### src/rtl/fifo_word_packer.sv
// Byte-FIFO consumer: packs BYTES_PER_WORD bytes little-endian into one word and
// presents it on valid/ready. A flush or an idle timeout emits a partial word.
module fifo_word_packer #(
  parameter int BYTES_PER_WORD = 4,
  parameter int TIMEOUT        = 16
) (
  input  logic                              clk,
  input  logic                              rst,
  input  logic                              in_fifo_empty,
  input  logic [7:0]                        in_fifo_data,
  output logic                              out_fifo_read,
  output logic [8*BYTES_PER_WORD-1:0]       out_word_data,
  output logic [$clog2(BYTES_PER_WORD):0]   out_word_bytes,
  output logic                              out_word_valid,
  input  logic                              in_word_ready,
  input  logic                              in_flush
);

  localparam int CW = $clog2(BYTES_PER_WORD) + 1;
  localparam int IW = $clog2(TIMEOUT + 1);
  localparam logic [CW-1:0] FULL     = CW'(BYTES_PER_WORD);
  localparam logic [IW-1:0] IDLE_MAX = IW'(TIMEOUT);

  typedef enum logic [1:0] {
    COLLECT,
    DRAIN,
    HOLD
  } state_t;

  state_t                          state, state_nx;
  logic [CW-1:0]                   req_cnt, cap_cnt;
  logic [CW-1:0]                   bytes_q, bytes_nx;
  logic                            rd_pend;
  logic [IW-1:0]                   idle_cnt;
  logic [BYTES_PER_WORD-1:0][7:0]  lanes;

  logic word_done, timeout, accept, idle_tick, have_bytes;

  // A pop issued now lands in a lane on the following edge (rd_pend).
  assign word_done  = rd_pend && ((cap_cnt + CW'(1)) == FULL);
  assign timeout    = (idle_cnt == IDLE_MAX);
  assign accept     = (state == HOLD) && in_word_ready;
  assign have_bytes = (cap_cnt != '0) || rd_pend;
  assign idle_tick  = (state == COLLECT) && (cap_cnt != '0) && !rd_pend && in_fifo_empty;

  always_comb begin
    out_fifo_read = !rst && (state == COLLECT) && !in_fifo_empty && (req_cnt < FULL);
  end

  assign out_word_valid = (state == HOLD);
  assign out_word_data  = lanes;
  assign out_word_bytes = bytes_q;

  always_comb begin
    state_nx = state;
    bytes_nx = bytes_q;
    case (state)
      COLLECT: begin
        // A completing capture wins over a simultaneous flush/timeout.
        if (word_done) begin
          state_nx = HOLD;
          bytes_nx = FULL;
        end else if ((in_flush || timeout) && have_bytes && (req_cnt < FULL)) begin
          state_nx = DRAIN;
        end
      end
      DRAIN: begin
        if (!rd_pend) begin
          state_nx = HOLD;
          bytes_nx = cap_cnt;
        end
      end
      HOLD: begin
        if (in_word_ready) begin
          state_nx = COLLECT;
          bytes_nx = '0;
        end
      end
      default: state_nx = COLLECT;
    endcase
  end

  always_ff @(posedge clk or posedge rst) begin
    if (rst) begin
      state    <= COLLECT;
      req_cnt  <= '0;
      cap_cnt  <= '0;
      rd_pend  <= 1'b0;
      idle_cnt <= '0;
      lanes    <= '0;
      bytes_q  <= '0;
    end else begin
      state   <= state_nx;
      bytes_q <= bytes_nx;
      rd_pend <= out_fifo_read;
      if (accept) begin
        req_cnt  <= '0;
        cap_cnt  <= '0;
        lanes    <= '0;
        idle_cnt <= '0;
      end else begin
        if (out_fifo_read) req_cnt <= req_cnt + CW'(1);
        if (rd_pend) begin
          for (int unsigned k = 0; k < BYTES_PER_WORD; k++) begin
            if (cap_cnt == CW'(k)) lanes[k] <= in_fifo_data;
          end
          cap_cnt <= cap_cnt + CW'(1);
        end
        if ((state != COLLECT) || out_fifo_read) idle_cnt <= '0;
        else if (idle_tick && !timeout)          idle_cnt <= idle_cnt + IW'(1);
      end
    end
  end

endmodule
### config.mk
export PLATFORM = sky130hd
export DESIGN_NAME = fifo_word_packer
export DESIGN_NICKNAME = d
export VERILOG_FILES = /design/src/rtl/fifo_word_packer.sv
export SDC_FILE = /design/constraint.sdc
export NUM_CORES = 1
export LEC_CHECK = 0
export CAP_MARGIN = 25
export CORE_ASPECT_RATIO = 1.1
export CORE_MARGIN = 4
export CORE_UTILIZATION = 50
export DETAILED_ROUTE_END_ITERATION = 12
export GPL_ROUTABILITY_DRIVEN = 0
export PLACE_DENSITY = 0.78
export RECOVER_POWER = 100
export SKIP_CTS_REPAIR_TIMING = 1
export SLEW_MARGIN = 20
export SYNTH_ARGS = -nofsm -noshare
export SYNTH_HDL_FRONTEND = slang
export SYNTH_SLANG_ARGS = --single-unit
### constraint.sdc
create_clock -name clk -period 2.12 [get_ports clk]
set_input_delay 0.318 -clock clk [delete_from_list [all_inputs] [get_ports clk]]
set_output_delay 0.318 -clock clk [all_outputs]
set_load 0.01 [all_outputs]
Yosys cells after proc, flatten, opt, wreduce, memory -nomap -nowiden. Index checks and enable logic that the tools add are counted.

Add/subtract/negate cells: 3. Multipliers: 0. Div/mod/pow operators: 0. $lt $le $gt $ge: 1. Equality and inequality tests: 11. Shift-type cells: 0. Multiplexer cells: 22. Bitwise operators: 0. Reduce and logical (&&, ||, !) cells: 36.

Operators with widths (count): $mux W32 (2); $mux W8 (4); $mux W3 (7); $mux W5 (3); $reduce_bool A2 Y1 (7); $logic_and A1 B1 Y1 (11); $pmux W3 S3 (1); $reduce_bool A3 Y1 (3); $mux W2 (4); $reduce_and A2 Y1 (4); $add A3 B1 Y3 const B (2); $eq A3 B2 Y1 const B (2); $pmux W2 S3 (1); $add A5 B1 Y5 const B (1); $eq A5 B5 Y1 const B (1); $logic_not A1 Y1 (4); $ne A2 B2 Y1 const B (2); $reduce_and A4 Y1 (1); $eq A3 B1 Y1 const B (1); $eq A3 B3 Y1 const B (1); $logic_not A3 Y1 (1); $logic_or A1 B1 Y1 (3); $lt A3 B3 Y1 const B (1); $ne A3 B2 Y1 const B (1); 5 further kinds (5).

Bits in registers: 49. Bits in latches: 0. Bits in writable memories: 0. ROM bits: 0. Bits of input ports: 13. Output and inout port bits: 37. Word-level logic and storage cells: 83. Memories kept: 0.

Logic depth before layout (Yosys ltp).
Depth in word-level cells: 8. Gate-level depth with buffers: 7. Gate-level depth less buffers: 6.

Least setup slack after synthesis. OpenSTA, ideal clock, no wires.

Path kind: reg-to-reg. Start point: reg cap_cnt[0]. End point: reg bytes_q[0] (netlist: out_word_bytes[0]). Setup time: 125 ps. Arrival time: 1701 ps. Slack: 295 ps. Cell stages (with the launch flop): 7. Period minus slack after synthesis: 1825 ps. Path through: dfrtp_1 ha_1 ha_1 nand3b_1 nand2_1 and3b_1 mux2_2.

Longest elaborated chain between the ends: 5. Elaborated cells between the ends (all ways): 7. Classes of those cells: 1 x add/sub; 2 x eq/ne; 2 x mux; 2 x reduce/logical.

Ends and longest elaborated chain: start, declared (RTL line 31) `logic [CW-1:0] req_cnt, cap_cnt;`; start signal, assigned (RTL line 107) `cap_cnt <= cap_cnt + CW'(1);`; $add A3 B1 Y3 (RTL line 40) `assign word_done = rd_pend && ((cap_cnt + CW'(1)) == FULL);`; $eq A3 B3 Y1 (RTL line 40); $logic_and A1 B1 Y1 (RTL line 40); $ne A2 B2 Y1 (no source line); $reduce_and A4 Y1 (no source line); end signal, assigned (RTL line 94) `bytes_q <= bytes_nx;`; end, declared (RTL line 32) `logic [CW-1:0] bytes_q, bytes_nx;`.

Parallel ways exist; a longest one is shown, timed or not. The select of a mux whose other input is x is not followed. A chain may end at the register's enable or synchronous reset.

Worst setup path in the final report. Same ends and word-level chain as after synthesis.

==> flow_metrics.tcl <==
set metrics [dict create \
    pwr_density_cell_nw_per_um2 607 \
    die_w_um 73.8 \
    area_delta_synth_final_pct 25.5 \
    grt-ovfl-total 0 \
    dp_cells 341 \
    utilization_pct 64.7 \
    hold_viol_final 0 \
    path_buf_inv 0 \
    num_vias 1896 \
    critPathSlowestCell "dfrtp_1" \
    drc 0 \
    critPathMaxStageDelay_ns 0.45 \
    synth_edf_count 0 \
    yosys.area_share.simple_pct 21.9 \
    clkSlewWorstSetupHoldPaths_ns 0.09 \
    drv_cap 0 \
    die_area_um2 5930 \
    cp-start-kind "flop" \
    layout-drive-gt1-share_pct 7.17 \
    setup_slack_ns 0.143 \
    p_leak_nw 1.31 \
    synth_mux_area_share_pct 3.10 \
    cts_root_buf "clkbuf_8" \
    clkPwrFrac_pct 31.7 \
    required_ns 2.31 \
    startpoint "cap_cnt[0]" \
    synth.avg_cell_area_um2 9.80 \
    vias_per_cell 5.43 \
    synthAdderAreaFrac_pct 6.83 \
    p_sw_uw 460 \
    crit_path_end "out_word_bytes[0]" \
    synthArstFlopShare_pct 100 \
    synthXorXnorAreaFrac_pct 1.84 \
    clock_sinks 49 \
    p_seq_share_pct 57.0 \
    boundaryPins 50 \
    io_buffers 49 \
    coreArea_um2 4620 \
    timing.hold.ws_ns 0.521 \
    synthFlopType "dfrtp_1" \
    yosys_warnings 0 \
    antenna_found_initial 0 \
    grt_util_all_layers_pct 19.3 \
    stdcell_count 349 \
    netlist_area_um2 2380 \
    max_slew_margin_pct 49.2 \
    nNetsFinal 318 \
    worstMarginPinSlew_ns 0.762 \
    r2r_slack_ns 0.14 \
    period_share_pct 93.2 \
    hold_class "reg -> reg" \
    r2r_cells 6 \
    rows 26 \
    synthCells 243 \
    worstPathCellList "ha_1 > ha_1 > nand3b_1 > nand2_1 > and3b_1 > mux2_2" \
    drv_slew 0 \
    yosysSeqAreaShare_pct 51.5 \
    synth_nets 269 \
    finalSetupViolCount 0 \
    grt_start_max_net_pins 36 \
    grt_pass1_vias 1846 \
    fmax_mhz 506 \
    drtAntennaViolNets 0 \
    critPathArrivalTime_ns 2.16 \
    synth_compound_area_share_pct 10.2 \
    clock_latency_ns 0.30 \
    n_antenna_cell 0 \
    die_y_um 80.4 \
    path_delay_family "simple AND/OR/NAND/NOR gates" \
    drt_iter0_drc 130 \
    pwr-share-comb_pct 11.3 \
    post_drt_wl_per_cell_um 15.4 \
    swShare_pct 25.4 \
    ys_seq_elements 49 \
    r2r_start "cap_cnt[0]" \
    p_total_mw 1.81 \
    worst-path-max-fanout 6 \
    fin_crit_ns 1.98 \
    htreeDepth 2 \
    crit_cells 6 \
    start_util_pct 51.6 \
    r2r_end "out_word_bytes[0]" \
    rsz0062_at_grt "no" \
    grt_pass1_wl_mm 8.82 \
    status "finished clean" \
    peakVddDrop_v 0.000291 \
    power.internal_mw 1.35 \
    critical_path_class "reg -> reg" \
    cp_common_cell "ha_1" \
    post-place-ws_ns 0.135 \
    clock_skew_ns 0.00902 \
    end_kind "flop" \
    wirelength_mm 5.37 \
    dp_hpwl_mm 3.85 \
    synth_top_family_by_area "simple AND/OR/NAND/NOR gates" \
    cts_tree "yes" \
    synth_cell_types 36 \
    drtPass1Iterations 4 \
    cts_buffers 5 \
    cts_buffer_depth 2 \
]
[worst register-to-register path, stage by stage, from the launching register on]
cell and delay [ns]:
dfrtp_1 0.45, ha_1 0.24, ha_1 0.28, nand3b_1 0.18, nand2_1 0.12, and3b_1 0.24
mux2_2 0.35
[power groups by stage]
| stage | clock network, mW | logic (mW) | registers [mW] |
|---|---|---|---|
| floorplan | 0 | 0.156 | 1.04 |
| global placement | 0 | 0.218 | 1.05 |
| detailed placement | 0 | 0.230 | 1.05 |
| CTS | 0.588 | 0.231 | 1.03 |
| global route | 0.628 | 0.236 | 1.05 |
| finish | 0.574 | 0.206 | 1.03 |
[per-layer routing]
metal / track usage [%] / wire [µm]
met1: 26.3 / 2330
met2: 30.8 / 2700
met3: 4.13 / 251
met4: 5.80 / 89
met5: 0 / 0
[cell usage after synthesis (2+ instances only)]
library cell | number | share of area, %
a21oi_1 | 35 | 7.4
buf_4 | 3 | 0.95
nand3_1 | 34 | 7.1
dfrtp_1 | 49 | 51
xnor2_1 | 5 | 1.8
inv_1 | 10 | 1.6
buf_2 | 2 | 0.42
buf_1 | 3 | 0.47
nand2_1 | 38 | 6.0
and3_1 | 3 | 0.79
clkbuf_1 | 5 | 0.79
nor3_1 | 2 | 0.42
nor2b_1 | 2 | 0.53
mux2_2 | 3 | 1.4
nor2_1 | 13 | 2.0
mux2i_1 | 4 | 1.7
ha_1 | 13 | 6.8
[layout make-up]
| class | instances | area [µm²] |
|---|---|---|
| fillers | 380 | 1630 |
| flip-flops and latches | 49 | 1230 |
| multi-input cells | 170 | 1020 |
| repair buffers | 56 | 537 |
| clock buffers | 6 | 82.6 |
| well taps | 56 | 70.1 |
| inverters | 10 | 37.5 |
| clock inverters | 2 | 13.8 |
[worst min path at each step]
stage	start	endpoint	slack, ns	cells after the start
2_1_floorplan	in_fifo_data[2]	out_word_data[10]	0.46	2
3_3_place_gp	out_word_data[16]	out_word_data[16]	0.51	2
3_5_place_dp	out_word_bytes[2]	out_word_bytes[2]	0.51	1
4_1_cts	rst	out_word_data[8]	0.37	2
5_1_grt	out_word_data[23]	out_word_data[23]	0.54	2
6_report	out_word_data[27]	out_word_data[27]	0.52	2
[per-stage QoR]
stage | setup TNS (ns) | cell area [µm²]
final | 0 | 2990
after global routing | 0 | 2990
after CTS | -0.117 | 3030
after detailed placement | 0 | 2930
after global placement | 0 | 2930
after floorplan | 0 | 2380
[cell families (layout without fill, tap and decap cells)]
family          after synthesis  after routing
compound gates               42             42
xor+xnor                      5              5
fa+ha+maj                    13             13
buf+inv                      24             74
flops                        49             49
mux                           7              7
simple gates                103            103
[cell usage in the layout, fill, tap and decap left out, types with 2 or more instances in the layout]
cell,n
a21oi_1,35
and3_1,3
buf_4,4
clkbuf_2,2
clkbuf_8,6
clkdlybuf4s50_1,11
dfrtp_1,49
dlygate4sd3_1,37
ha_1,13
inv_1,10
mux2_2,3
mux2i_1,4
nand2_1,38
nand3_1,34
nor2_1,13
nor2b_1,2
nor3_1,3
xnor2_1,5
[state kept, by name, summed over array words and instances, names as in the netlist]
name	count
cap_cnt	3
idle_cnt	5
out_word_bytes	3
out_word_data	32
rd_pend	1
req_cnt	3
state	2
Power figures use the tool's default switching activity.
